<file path="src/rtl/spi_ram_arbiter_pkg.sv">
// spi_ram_arbiter_pkg: shared types and sizes for the SPI/host RAM arbiter
package spi_ram_arbiter_pkg;
  localparam int MEM_DEPTH = 256;
  localparam int ADDR_SIZE = $clog2(MEM_DEPTH);
  localparam int MEM_WIDTH = 8;
  localparam int STARVE_LIMIT = 4;
  typedef enum logic [1:0] {
    WR_ADDR = 2'b00,
    WR_DATA = 2'b01,
    RD_ADDR = 2'b10,
    RD_DATA = 2'b11
  } spi_cmd_e;
  typedef enum logic [1:0] {IDLE, SPI_RD, HOST_RD} arb_state_e;
  typedef struct packed {
    logic                 we;
    logic [ADDR_SIZE-1:0] addr;
    logic [MEM_WIDTH-1:0] data;
  } spi_op_t;
  function automatic logic is_ram_cmd(spi_cmd_e c);
    return c[0];
  endfunction
endpackage

</file>
<file path="src/rtl/spi_ram_arbiter_if.sv">
// spi_ram_arbiter_if: local host req/ack RAM port
interface spi_ram_arbiter_if;
  import spi_ram_arbiter_pkg::*;
  logic                 req;
  logic                 we;
  logic [ADDR_SIZE-1:0] addr;
  logic [MEM_WIDTH-1:0] wdata;
  logic                 ack;
  logic [MEM_WIDTH-1:0] rdata;
  modport master (output req, we, addr, wdata, input ack, rdata);
  modport slave (input req, we, addr, wdata, output ack, rdata);
endinterface

</file>
<file path="src/rtl/spi_ram_arbiter_cmd_buffer.sv">
// spi_cmd_buffer: one-entry pending SPI RAM op with sticky overrun flag
module spi_cmd_buffer
  import spi_ram_arbiter_pkg::*;
(
  input  logic    clk,
  input  logic    rst_n,
  input  logic    push,
  input  spi_op_t push_op,
  input  logic    pop,
  output logic    valid,
  output spi_op_t op,
  output logic    overrun
);
  // a push lands when the slot is free or empties on the same edge, else it is dropped
  always_ff @(posedge clk) begin
    if (!rst_n) begin
      valid   <= 1'b0;
      op      <= '0;
      overrun <= 1'b0;
    end else begin
      valid <= push || (valid && !pop);
      if (push && (!valid || pop)) op <= push_op;
      if (push && valid && !pop) overrun <= 1'b1;
    end
  end
endmodule

</file>
<file path="src/rtl/spi_ram_arbiter.sv">
// spi_ram_arbiter: shares a single-port RAM between SPI commands and a host port
module spi_ram_arbiter
  import spi_ram_arbiter_pkg::*;
#(
  parameter int STARVE_LIMIT = spi_ram_arbiter_pkg::STARVE_LIMIT
) (
  input  logic                 clk,
  input  logic                 rst_n,
  input  logic                 rx_valid,
  input  logic [MEM_WIDTH+1:0] din,
  output logic [MEM_WIDTH-1:0] dout,
  output logic                 tx_valid,
  output logic                 spi_overrun,
  spi_ram_arbiter_if.slave     host,
  output logic                 ram_en,
  output logic                 ram_we,
  output logic [ADDR_SIZE-1:0] ram_addr,
  output logic [MEM_WIDTH-1:0] ram_wdata,
  input  logic [MEM_WIDTH-1:0] ram_rdata
);
  localparam int SW = $clog2(STARVE_LIMIT + 1);
  spi_cmd_e             cmd;
  logic [ADDR_SIZE-1:0] addr_wr, addr_rd;
  logic                 push, pend_valid;
  spi_op_t              push_op, pend_op;
  arb_state_e           state, state_nx;
  logic [SW-1:0]        starve_cnt;
  logic                 host_req_eff, host_force, spi_gnt, host_gnt;

  assign cmd = spi_cmd_e'(din[MEM_WIDTH+1:MEM_WIDTH]);
  assign push = rx_valid && is_ram_cmd(cmd);
  assign push_op = '{
    we:   cmd == WR_DATA,
    addr: cmd == WR_DATA ? addr_wr : addr_rd,
    data: cmd == WR_DATA ? din[MEM_WIDTH-1:0] : '0
  };

  spi_cmd_buffer u_buf (
    .clk     (clk),
    .rst_n   (rst_n),
    .push    (push),
    .push_op (push_op),
    .pop     (spi_gnt),
    .valid   (pend_valid),
    .op      (pend_op),
    .overrun (spi_overrun)
  );

  // address set-up commands only load the address registers
  always_ff @(posedge clk) begin
    if (!rst_n) begin
      addr_wr <= '0;
      addr_rd <= '0;
    end else begin
      if (rx_valid && cmd == WR_ADDR) addr_wr <= din[ADDR_SIZE-1:0];
      if (rx_valid && cmd == RD_ADDR) addr_rd <= din[ADDR_SIZE-1:0];
    end
  end

  // grant selection; the ack cycle masks a still-held host_req so it is not re-issued
  always_comb begin
    host_req_eff = host.req && !host.ack;
    host_force   = host_req_eff && starve_cnt == SW'(STARVE_LIMIT);
    spi_gnt      = state == IDLE && pend_valid && !host_force;
    host_gnt     = state == IDLE && host_req_eff && !spi_gnt;
  end

  // state register
  always_ff @(posedge clk) begin
    if (!rst_n) state <= IDLE;
    else state <= state_nx;
  end

  // reads park in a capture state for one cycle; writes stay in IDLE
  always_comb begin
    state_nx = IDLE;
    if (spi_gnt && !pend_op.we) state_nx = SPI_RD;
    else if (host_gnt && !host.we) state_nx = HOST_RD;
  end

  // RAM port driven straight from the winning request
  always_comb begin
    ram_en    = spi_gnt || host_gnt;
    ram_we    = spi_gnt ? pend_op.we : host_gnt && host.we;
    ram_addr  = spi_gnt ? pend_op.addr : host_gnt ? host.addr : '0;
    ram_wdata = spi_gnt ? pend_op.data : host_gnt && host.we ? host.wdata : '0;
  end

  // read-data capture and completion strobes
  always_ff @(posedge clk) begin
    if (!rst_n) begin
      tx_valid   <= 1'b0;
      dout       <= '0;
      host.ack   <= 1'b0;
      host.rdata <= '0;
    end else begin
      tx_valid <= state == SPI_RD;
      if (state == SPI_RD) dout <= ram_rdata;
      host.ack <= (host_gnt && host.we) || state == HOST_RD;
      if (state == HOST_RD) host.rdata <= ram_rdata;
    end
  end

  // count host losses, saturating; any host grant clears it
  always_ff @(posedge clk) begin
    if (!rst_n) starve_cnt <= '0;
    else if (host_gnt) starve_cnt <= '0;
    else if (spi_gnt && host_req_eff && starve_cnt != SW'(STARVE_LIMIT)) starve_cnt <= starve_cnt + 1'b1;
  end
endmodule

</file>
<file path="src/flat_wrapper.sv">
// flat-port wrapper written by rule: the top's interface ports become plain ports
module spi_ram_arbiter_flat import spi_ram_arbiter_pkg::*;
#(
  parameter int STARVE_LIMIT = spi_ram_arbiter_pkg::STARVE_LIMIT
)
  (clk, rst_n, rx_valid, din, dout, tx_valid, spi_overrun, ram_en, ram_we, ram_addr, ram_wdata, ram_rdata, host_req, host_we, host_addr, host_wdata, host_ack, host_rdata);
  spi_ram_arbiter_if host_i ();
  input  logic clk;
  input  logic rst_n;
  input  logic rx_valid;
  input  logic [MEM_WIDTH+1:0] din;
  output logic [MEM_WIDTH-1:0] dout;
  output logic tx_valid;
  output logic spi_overrun;
  output logic ram_en;
  output logic ram_we;
  output logic [ADDR_SIZE-1:0] ram_addr;
  output logic [MEM_WIDTH-1:0] ram_wdata;
  input  logic [MEM_WIDTH-1:0] ram_rdata;
  input wire logic [$bits(host_i.req)-1:0] host_req;
  input wire logic [$bits(host_i.we)-1:0] host_we;
  input wire logic [$bits(host_i.addr)-1:0] host_addr;
  input wire logic [$bits(host_i.wdata)-1:0] host_wdata;
  output wire logic [$bits(host_i.ack)-1:0] host_ack;
  output wire logic [$bits(host_i.rdata)-1:0] host_rdata;
  assign host_i.req = host_req;
  assign host_i.we = host_we;
  assign host_i.addr = host_addr;
  assign host_i.wdata = host_wdata;
  assign host_ack = host_i.ack;
  assign host_rdata = host_i.rdata;
  spi_ram_arbiter #(.STARVE_LIMIT(STARVE_LIMIT)) u_core (.clk(clk), .rst_n(rst_n), .rx_valid(rx_valid), .din(din), .dout(dout), .tx_valid(tx_valid), .spi_overrun(spi_overrun), .host(host_i), .ram_en(ram_en), .ram_we(ram_we), .ram_addr(ram_addr), .ram_wdata(ram_wdata), .ram_rdata(ram_rdata));
endmodule
</file>
<file path="config.mk">
export PLATFORM = sky130hd
export DESIGN_NAME = spi_ram_arbiter_flat
export DESIGN_NICKNAME = d
export VERILOG_FILES = /design/src/rtl/spi_ram_arbiter_pkg.sv /design/src/rtl/spi_ram_arbiter_if.sv /design/src/rtl/spi_ram_arbiter_cmd_buffer.sv /design/src/rtl/spi_ram_arbiter.sv /design/src/flat_wrapper.sv
export SDC_FILE = /design/constraint.sdc
export NUM_CORES = 1
export LEC_CHECK = 0
export ABC_AREA = 1
export CORE_MARGIN = 2
export CORE_UTILIZATION = 48
export DETAILED_ROUTE_END_ITERATION = 10
export PLACE_DENSITY_LB_ADDON = 0.15
export RECOVER_POWER = 25
export REMOVE_ABC_BUFFERS = 1
export SKIP_CTS_REPAIR_TIMING = 1
export SYNTH_ARGS = -nofsm -noshare
export SYNTH_HDL_FRONTEND = slang
export SYNTH_HIERARCHICAL = 1
export SYNTH_SLANG_ARGS = --single-unit
</file>
<file path="constraint.sdc">
create_clock -name clk -period 2.3 [get_ports clk]
set_clock_uncertainty 0.05 [all_clocks]
set_input_delay 0.575 -clock clk [delete_from_list [all_inputs] [get_ports clk]]
set_output_delay 0.575 -clock clk [all_outputs]
set_load 0.05 [all_outputs]
</file>
==> flow_summary.ini, run 1 <==
[run_status]
violations = setup timing
outcome = complete, but fails checks

[synth]
seq_area_frac_synth_pct = 41.0
synth_top_family_by_area = simple AND/OR/NAND/NOR gates
syn_avg_cell_area_um2 = 7.07
synth_cell_types = 26
synth_area_um2 = 2830
synth_simple_gate_area_share_pct = 32.0
synth_warnings = 6
synthMuxAreaShare_pct = 0
ys_ff_latch = 58
synthAdderAreaFrac_pct = 0.883
synthCells = 401
synth-compound-area-share_pct = 12.7
synth_xor_area_share_pct = 0

[drt]
drt-pass1-iter-count = 4
ant_nets = 0
drc = 0
via_per_inst = 4.97
drt_iter0_markers = 109
drt_wl_total_um = 7500
wl_per_cell_um = 13.3
num_vias = 2810

[cts]
clk_pin_slew_ns = 0.06
htreeDepth = 3
worstSkewPairLatency_ns = 0.32
cts.sinks = 58
cts-root-buf = clkbuf_8
numCtsBuffers = 9
cts_tree = done
cts_buffer_depth = 2

[timing]
post-route-worst-setup-slack_ns = -0.0785
hold_viol = 0
clock.fmax_ghz = 0.420
tns_ns = -0.783
finalCritPeriodShare_pct = 103
rsz0062_at_grt = yes
slew_headroom_pct = 56.1
worst_pin_slew_ns = 0.658
fin_crit_ns = 2.38
setup-violations-final = 14
slew_viol_final = 0

[setup_path]
path_class = reg -> out
cp.required_ns = 1.67
cp_data_arrival_time_ns = 1.75
cp-start-kind = flip-flop
cp-end-kind = output pin
cp_max_fo = 4
rrSetupSlack_ns = 0.35

[floorplanning]
start_util_pct = 50.5
rows = 27
pin_count = 76
dieHeight_um = 80.8
die-width_um = 80.8
design.die.area_um2 = 6540
design.core.area_um2 = 5610

[final_layout]
drive_gt1_share_pct = 22.7
antenna_cells = 0
num-nets-final = 529
nFillCells = 423
syn2layout_area_growth_pct = 51.0

[placed_design]
dpl_worst_slack_ns = -0.445
post-dp-hpwl_um = 4560
place_congestion = 0.792
port_buffers = 75

[global_route]
grt_pass1_wl_um = 11100
grt_overflow = 0
grt_pass1_vias = 2544
grt_usage_pct = 21.7
antenna_found_initial = 0
grt_start_max_net_pins = 37

[flow_run]
cap_violations = 0

[power]
ir_drop_uv = 398
p_per_area_nw_per_um2 = 688
power.total_mw = 2.95
p_leak_nw = 1.92

[worst_hold_path]
worst_hold_path_type = reg -> reg
cells by family after synthesis:
logic type,count (synthesis)
flip-flops,58
AO/OA/AOI/OAI,71
AND/OR/NAND/NOR,198
buffers and inverters,72
adder cells (fa/ha/maj),2
per-stage QoR:
stage	util, %	cells	area (um^2)	hold slack (ns)
floorplan	-	384	2670	0.372
global placement	67.5	541	3790	0.393
detailed placement	67.5	541	3790	0.396
CTS	72.0	557	4040	0.405
global route	76.3	565	4280	0.432
finish	76.3	565	4280	0.413
cells in the final DEF, fill, tap and decap left out, drive strengths merged, types with 3 or more instances in the layout:
master,instances
a21oi,31
bufinv,3
o21ai,40
buf,31
clkbuf,15
nor2,80
inv,55
clkdlybuf4s50,54
nand3,32
dfxtp,58
nand2,84
path summary, 6_finish.rpt:
path	from	end	cells after the start
max	u_core/starve_cnt[0]	ram_addr[2]	9
min	u_core/u_buf/overrun	u_core/u_buf/overrun	2
max reg2reg	u_core/starve_cnt[0]	u_core/u_buf/op[1]	12
min reg2reg	u_core/u_buf/overrun	u_core/u_buf/overrun	2
state kept, by name, summed over array words and instances, names as in the netlist:
signal,count
u_core/starve_cnt,3
u_core/addr_wr,8
u_core/tx_valid,1
u_core/u_buf/valid,1
u_core/u_buf/op,17
u_core/addr_rd,8
u_core/host.ack,1
u_core/dout,8
u_core/u_buf/overrun,1
u_core/host.rdata,8
u_core/state,2
cells in the mapped netlist, drive strengths merged:
cell / instances / share of area (%)
a21oi: 31 / 5.6
nor2: 80 / 12
dfxtp: 58 / 41
buf: 13 / 5.0
clkbuf: 4 / 0.88
inv: 55 / 7.5
nor4: 1 / 0.22
nand3: 31 / 6.7
ha: 2 / 0.88
nor3: 2 / 0.75
o21ai: 40 / 7.1
nand2: 84 / 12
worst max-delay path, cell delays in order (launching register included):
cell and delay, ns:
dfxtp_2 0.35, inv_2 0.05, ha_4 0.16, nand2_4 0.08
nor2_4 0.05, nor2_4 0.23, clkbuf_16 0.21, nand2_1 0.07
nand2_2 0.08, buf_12 0.14
power breakdown:
| group | leakage, nW | internal [mW] | switching, mW |
|---|---|---|---|
| Combinational | 1.32 | 0.296 | 0.388 |
| Sequential | 0.475 | 1.06 | 0.0352 |
| Clock | 0.129 | 0.775 | 0.390 |
| Total | 1.92 | 2.13 | 0.814 |
final cells by class:
type | count | area, um^2 | share of cell area (%)
Multi-Input combinational cell | 272 | 1430 | 33.5
Sequential cell | 58 | 1160 | 27.2
Timing Repair Buffer | 92 | 1130 | 26.4
Inverter | 55 | 214 | 5.00
Clock buffer | 11 | 151 | 3.54
Clock inverter | 5 | 100 | 2.34
Tap cell | 72 | 90.1 | 2.11
per-layer routing:
metal  GRT usage, %  wire length (um)
met5              0                 0
met4           9.83               120
met3           3.89               437
met2           36.9              3740
met1           26.7              3200
No activity file was read; power rests on OpenSTA's default activity.
==> inputs of run 2 (changes only) <==
--- a/config.mk
+++ b/config.mk
@@ -5,13 +5,12 @@
 export SDC_FILE = /design/constraint.sdc
 export NUM_CORES = 1
 export LEC_CHECK = 0
-export ABC_AREA = 1
 export CORE_MARGIN = 2
 export CORE_UTILIZATION = 48
+export CTS_BUF_LIST = sky130_fd_sc_hd__clkbuf_4 sky130_fd_sc_hd__clkbuf_8 sky130_fd_sc_hd__clkbuf_16
 export DETAILED_ROUTE_END_ITERATION = 10
 export PLACE_DENSITY_LB_ADDON = 0.15
 export RECOVER_POWER = 25
-export REMOVE_ABC_BUFFERS = 1
 export SKIP_CTS_REPAIR_TIMING = 1
 export SYNTH_ARGS = -nofsm -noshare
 export SYNTH_HDL_FRONTEND = slang
==> flow_summary.ini, run 2 <==
[run_status]
outcome = complete, but fails checks
violations = setup timing

[drt]
drt-pass1-iter-count = 4
num_vias = 2227
ant_nets = 0
via_per_inst = 5.04
drt_iter0_markers = 69
drt_wl_total_um = 6200
wl_per_cell_um = 14.0
drc = 0

[global_route]
grt_usage_pct = 21.2
grt_overflow = 0
antenna_found_initial = 0
grt_start_max_net_pins = 78
grt_pass1_vias = 2157
grt_pass1_wl_um = 10300

[placed_design]
place_congestion = 0.744
port_buffers = 75
dpl_worst_slack_ns = -0.617
post-dp-hpwl_um = 4360
place_inst = 425

[worst_hold_path]
worst_hold_path_type = reg -> reg
min-delay-start = u_core/dout[3]

[timing]
setup-violations-final = 17
worst_pin_slew_ns = 0.613
fin_crit_ns = 2.58
hold_viol = 0
slew_viol_final = 0
finalCritPeriodShare_pct = 112
clock.fmax_ghz = 0.387
slew_headroom_pct = 59.1
tns_ns = -3.70
post-route-worst-setup-slack_ns = -0.283
rsz0062_at_grt = yes

[final_layout]
num-nets-final = 408
regMostFlops = u_core/u_buf/op
mostFrequentLayoutCell = nand2_1
fin_cells = 442
drive_gt1_share_pct = 23.0
mostFrequentLayoutCells = nand2_1, dfxtp_1, clkdlybuf4s50_1, mux2i_1, buf_12
largest_register_ffs = 17
multi_input_area_um2 = 1530
syn2layout_area_growth_pct = 52.2
antenna_cells = 0
nFillCells = 425
regArea_um2 = 1160

[synth]
synthArstFlopShare_pct = 0
syn_avg_cell_area_um2 = 9.43
seq_area_frac_synth_pct = 43.1
synth_area_um2 = 2700
synth.largest_area_cell = dfxtp_1
ys_ff_latch = 58
synthTopCellsByArea = dfxtp_1, mux2i_1, nand2_1
synth_fp_nets = 327
synth_cell_types = 39
synthCells = 286
synth_ff_type = dfxtp_1
synth_most_common_cell = nand2_1
synth_edf_count = 0
yosys.area.top_type_share_pct = 43.1
synthTopCellsByCount = nand2_1, dfxtp_1, mux2i_1
synth_warnings = 6

[setup_path]
cp_max_fo = 7
cp-end-kind = output pin
path_class = reg -> out
cp.required_ns = 1.67
cp-start-kind = flip-flop
critPathLaunch = u_core/state[1]
reg2reg_from = u_core/state[0]
cp_data_arrival_time_ns = 1.96

[flow_run]
cap_violations = 0

[floorplanning]
rows = 27
die-width_um = 79.0
pin_count = 76
design.core.area_um2 = 5470
design.die.area_um2 = 6230
dieHeight_um = 79.0
start_util_pct = 49.3

[cts]
numCtsBuffers = 9
cts.sinks = 58
clk_pin_slew_ns = 0.06
cts_tree = done
htreeDepth = 3
worstSkewPairLatency_ns = 0.33
cts-root-buf = clkbuf_8
cts_buffer_depth = 2

[power]
p_leak_nw = 1.62
p_per_area_nw_per_um2 = 614
ir_drop_uv = 428
-- run 2: cell count changes in the layout (fill, tap and decap cells not counted), moves of 13 or more --
cell      change
nand2_1      +13
a22o_4       +14
a21boi_0     +16
nor2b_1      +19
nand2_2      -16
nand3_1      -26
a21oi_1      -28
nor2_1       -72
inv_1        -40
mux2i_1      +33
o21ai_0      -30
-- run 2: path summary, 6_finish.rpt --
check / depth (start not counted) / end / slack [ns]
worst max register to register: 8 / u_core/u_buf/op[13] / 0.20
worst max-delay path: 5 / ram_wdata[0] / -0.28
worst min register to register: 2 / u_core/dout[3] / 0.41
worst min-delay path: 2 / u_core/dout[3] / 0.41
-- run 2: power breakdown --
group	switching, mW	internal, mW	total, mW
combinational	0.274	0.277	0.551
sequential	0.0160	1.03	1.05
clock	0.374	0.543	0.917
-- run 2: metal layers --
metal / track usage [%] / vias to the layer above / routed length (um)
met2: 35.5 / 53 / 3100
li1: - / 1117 / -
met5: 0 / - / 0
met3: 4.09 / 9 / 279
met1: 26.7 / 1048 / 2720
met4: 9.31 / 0 / 100
-- run 2: logic make-up (layout without fill, tap and decap cells) --
logic type / count (synthesis) / count (layout) / share of synthesized area [%]
buf+inv: 25 / 109 / 5.24
mux: 41 / 41 / 15.6
simple gates: 117 / 117 / 21.4
flops: 58 / 58 / 43.1
fa+ha+maj: 2 / 2 / 0.928
compound gates: 43 / 43 / 13.7
-- run 2: per-stage QoR --
stage	utilization, %	hold WS, ns	power (mW)	cell area [um^2]
6_report	75.0	0.412	2.52	4100
5_1_grt	75.0	0.434	2.61	4100
4_1_cts	74.4	0.413	2.53	4070
3_5_place_dp	70.9	0.402	1.62	3880
3_3_place_gp	70.9	0.397	1.61	3880
2_1_floorplan	-	0.385	1.37	2830
-- run 2: worst max-delay path, cell delays in order, from the launching register on --
cell and delay, ns:
dfxtp_2 0.32, or4b_4 0.57, a211oi_4 0.31, buf_12 0.17, a22o_4 0.13, buf_12 0.13
-- run 2: final cells by class --
class | count | share of cell area, %
clock buffer | 11 | 3.69
clock inverter | 3 | 0.976
inverter | 4 | 0.366
multi-input combinational | 203 | 37.3
sequential | 58 | 28.4
tap | 72 | 2.20
timing repair buffer | 91 | 27.1
==> inputs of run 3 (changes only) <==
--- a/config.mk
+++ b/config.mk
@@ -6,7 +6,7 @@
 export NUM_CORES = 1
 export LEC_CHECK = 0
 export CORE_MARGIN = 2
-export CORE_UTILIZATION = 48
+export CORE_UTILIZATION = 43
 export CTS_BUF_LIST = sky130_fd_sc_hd__clkbuf_4 sky130_fd_sc_hd__clkbuf_8 sky130_fd_sc_hd__clkbuf_16
 export DETAILED_ROUTE_END_ITERATION = 10
 export PLACE_DENSITY_LB_ADDON = 0.15
==> constraint.sdc (replaced) <==
create_clock -name clk -period 2.1 [get_ports clk]
set_clock_uncertainty 0.05 [all_clocks]
set_input_delay 0.525 -clock clk [delete_from_list [all_inputs] [get_ports clk]]
set_output_delay 0.525 -clock clk [all_outputs]
set_load 0.05 [all_outputs]
==> flow_summary.ini, run 3 (same netlist as run 2, synthesis figures left out) <==
[timing]
post-route-worst-setup-slack_ns = -0.455
slew_headroom_pct = 53.7
rsz0062_at_grt = yes
worst_pin_slew_ns = 0.694
finalCritPeriodShare_pct = 122
slew_viol_final = 0
clock.fmax_ghz = 0.391
fin_crit_ns = 2.55
setup-violations-final = 18
hold_viol = 0
tns_ns = -7.05

[cts]
htreeDepth = 3
cts.sinks = 58
numCtsBuffers = 9
cts_tree = done
cts-root-buf = clkbuf_8
worstSkewPairLatency_ns = 0.34
clk_pin_slew_ns = 0.06
cts_buffer_depth = 2

[power]
ir_drop_uv = 424
clkPwrFrac_pct = 36.2
p_leak_nw = 1.88
switchingPower_mw = 0.737
p_per_area_nw_per_um2 = 655
seq_power_share_pct = 41.3
internal-power_mw = 2.04
pwr-share-comb_pct = 22.4
switching_share_pct = 26.5

[setup_path]
cp.required_ns = 1.52
reg2reg_from = u_core/state[0]
ff2ff_path_depth = 9
r2r-end = u_core/u_buf/op[16]
crit_top_cell = buf_12
cp-start-kind = flip-flop
critical_path.cell_chain = or4b_4, a211oi_4, buf_12, a22o_4, buf_12
crit_slowest_cell = or4b_4
rrSetupSlack_ns = 0.02
cp-end-kind = output pin
cp_data_arrival_time_ns = 1.98
slowest_delay_ns = 0.57
path_class = reg -> out
cp_max_fo = 7

[global_route]
grt_usage_pct = 19.6
grt_pass1_vias = 2250
grt_overflow = 0
grt_start_max_net_pins = 78
grt_pass1_wl_um = 10800
antenna_found_initial = 0

[drt]
num_vias = 2272
drt_iter0_markers = 89
drt-pass1-iter-count = 4
wl_per_cell_um = 14.2
drc = 0
drt_wl_total_um = 6490
via_per_inst = 4.97
ant_nets = 0

[worst_hold_path]
worst_hold_path_type = reg -> reg
whs_endpoint = u_core/dout[5]
min_path_cells = 2
min-delay-start = u_core/dout[5]

[final_layout]
multi_input_area_um2 = 1550
nFillCells = 463
largest_register_ffs = 17
regMostFlops = u_core/u_buf/op
syn2layout_area_growth_pct = 57.6
mostFrequentLayoutCell = nand2_1
num-nets-final = 420
mostFrequentLayoutCells = nand2_1, dfxtp_1, clkdlybuf4s50_1, mux2i_1, buf_12
utilization_pct = 70.9
regArea_um2 = 1160
drive_gt1_share_pct = 25.9
antenna_cells = 0

[floorplanning]
start_util_pct = 45.0
design.core.area_um2 = 5990
rows = 28
dieHeight_um = 83.2
design.die.area_um2 = 6920
die-width_um = 83.2
pin_count = 76

[placed_design]
place_congestion = 0.760
post-dp-hpwl_um = 4570
port_buffers = 75
dpl_worst_slack_ns = -0.670

[run_status]
outcome = complete, but fails checks
violations = setup timing

[flow_run]
cap_violations = 0
run 3: cell count changes in the layout (fill, tap and decap cells not counted), moves of 2 or more:
cell             change
buf_4               +11
clkdlybuf4s50_1     -11
dlymetal6s2s_1      +10
buf_6                +3
nand2_1              +2
nand2_2              -2
run 3: worst max-delay path: cells and delay by family, from the launching register on:
| family | cells | cell delay (ns) |
|---|---|---|
| AO/OA/AOI/OAI | 2 | 0.44 |
| buffers and inverters | 2 | 0.31 |
| flip-flops | 1 | 0.32 |
| AND/OR/NAND/NOR | 1 | 0.57 |
run 3: power groups by stage:
| stage | Sequential [mW] | Clock (mW) | Combinational, mW |
|---|---|---|---|
| floorplan | 1.21 | 0 | 0.293 |
| global placement | 1.17 | 0 | 0.608 |
| detailed placement | 1.17 | 0 | 0.615 |
| CTS | 1.15 | 1.03 | 0.619 |
| global route | 1.15 | 1.10 | 0.658 |
| finish | 1.15 | 1.01 | 0.624 |
run 3: layout make-up:
| class | count | area share [%] |
|---|---|---|
| Timing Repair Buffer | 103 | 29.1 |
| Sequential cell | 58 | 27.4 |
| Tap cell | 75 | 2.21 |
| Clock inverter | 3 | 0.942 |
| Multi-Input combinational cell | 203 | 36.4 |
| Clock buffer | 11 | 3.56 |
| Inverter | 4 | 0.353 |
run 3: worst max path at each step:
stage                    startpoint      endpoint  slack [ns]  cells past startpoint
finish              u_core/state[0]  ram_wdata[3]       -0.45                      5
CTS                        host_req  ram_wdata[6]       -0.69                      6
detailed placement         host_req  ram_wdata[6]       -0.67                      6
floorplan                  host_req  ram_wdata[0]       -0.30                      4
global route        u_core/state[0]  ram_wdata[3]       -0.51                      5
global placement           host_req  ram_wdata[6]       -0.68                      6
run 3: layer usage:
metal  share of wire (%)  wire length, um  track usage (%)  vias up
met3                 5.6              363             7.55        8
met1                  42             2750             22.3     1065
met5                   0                0                0        -
li1                    -                -                -     1143
met2                  51             3300             34.2       56
met4                 1.2               76             5.37        0
run 3: stage by stage:
step	total power [mW]	cells	cell area [um^2]	hold slack, ns
finish	2.78	457	4250	0.413
global route	2.91	457	4250	0.428
CTS	2.80	455	4180	0.412
detailed placement	1.79	441	3980	0.398
global placement	1.78	441	3980	0.395
floorplan	1.50	286	2840	0.385
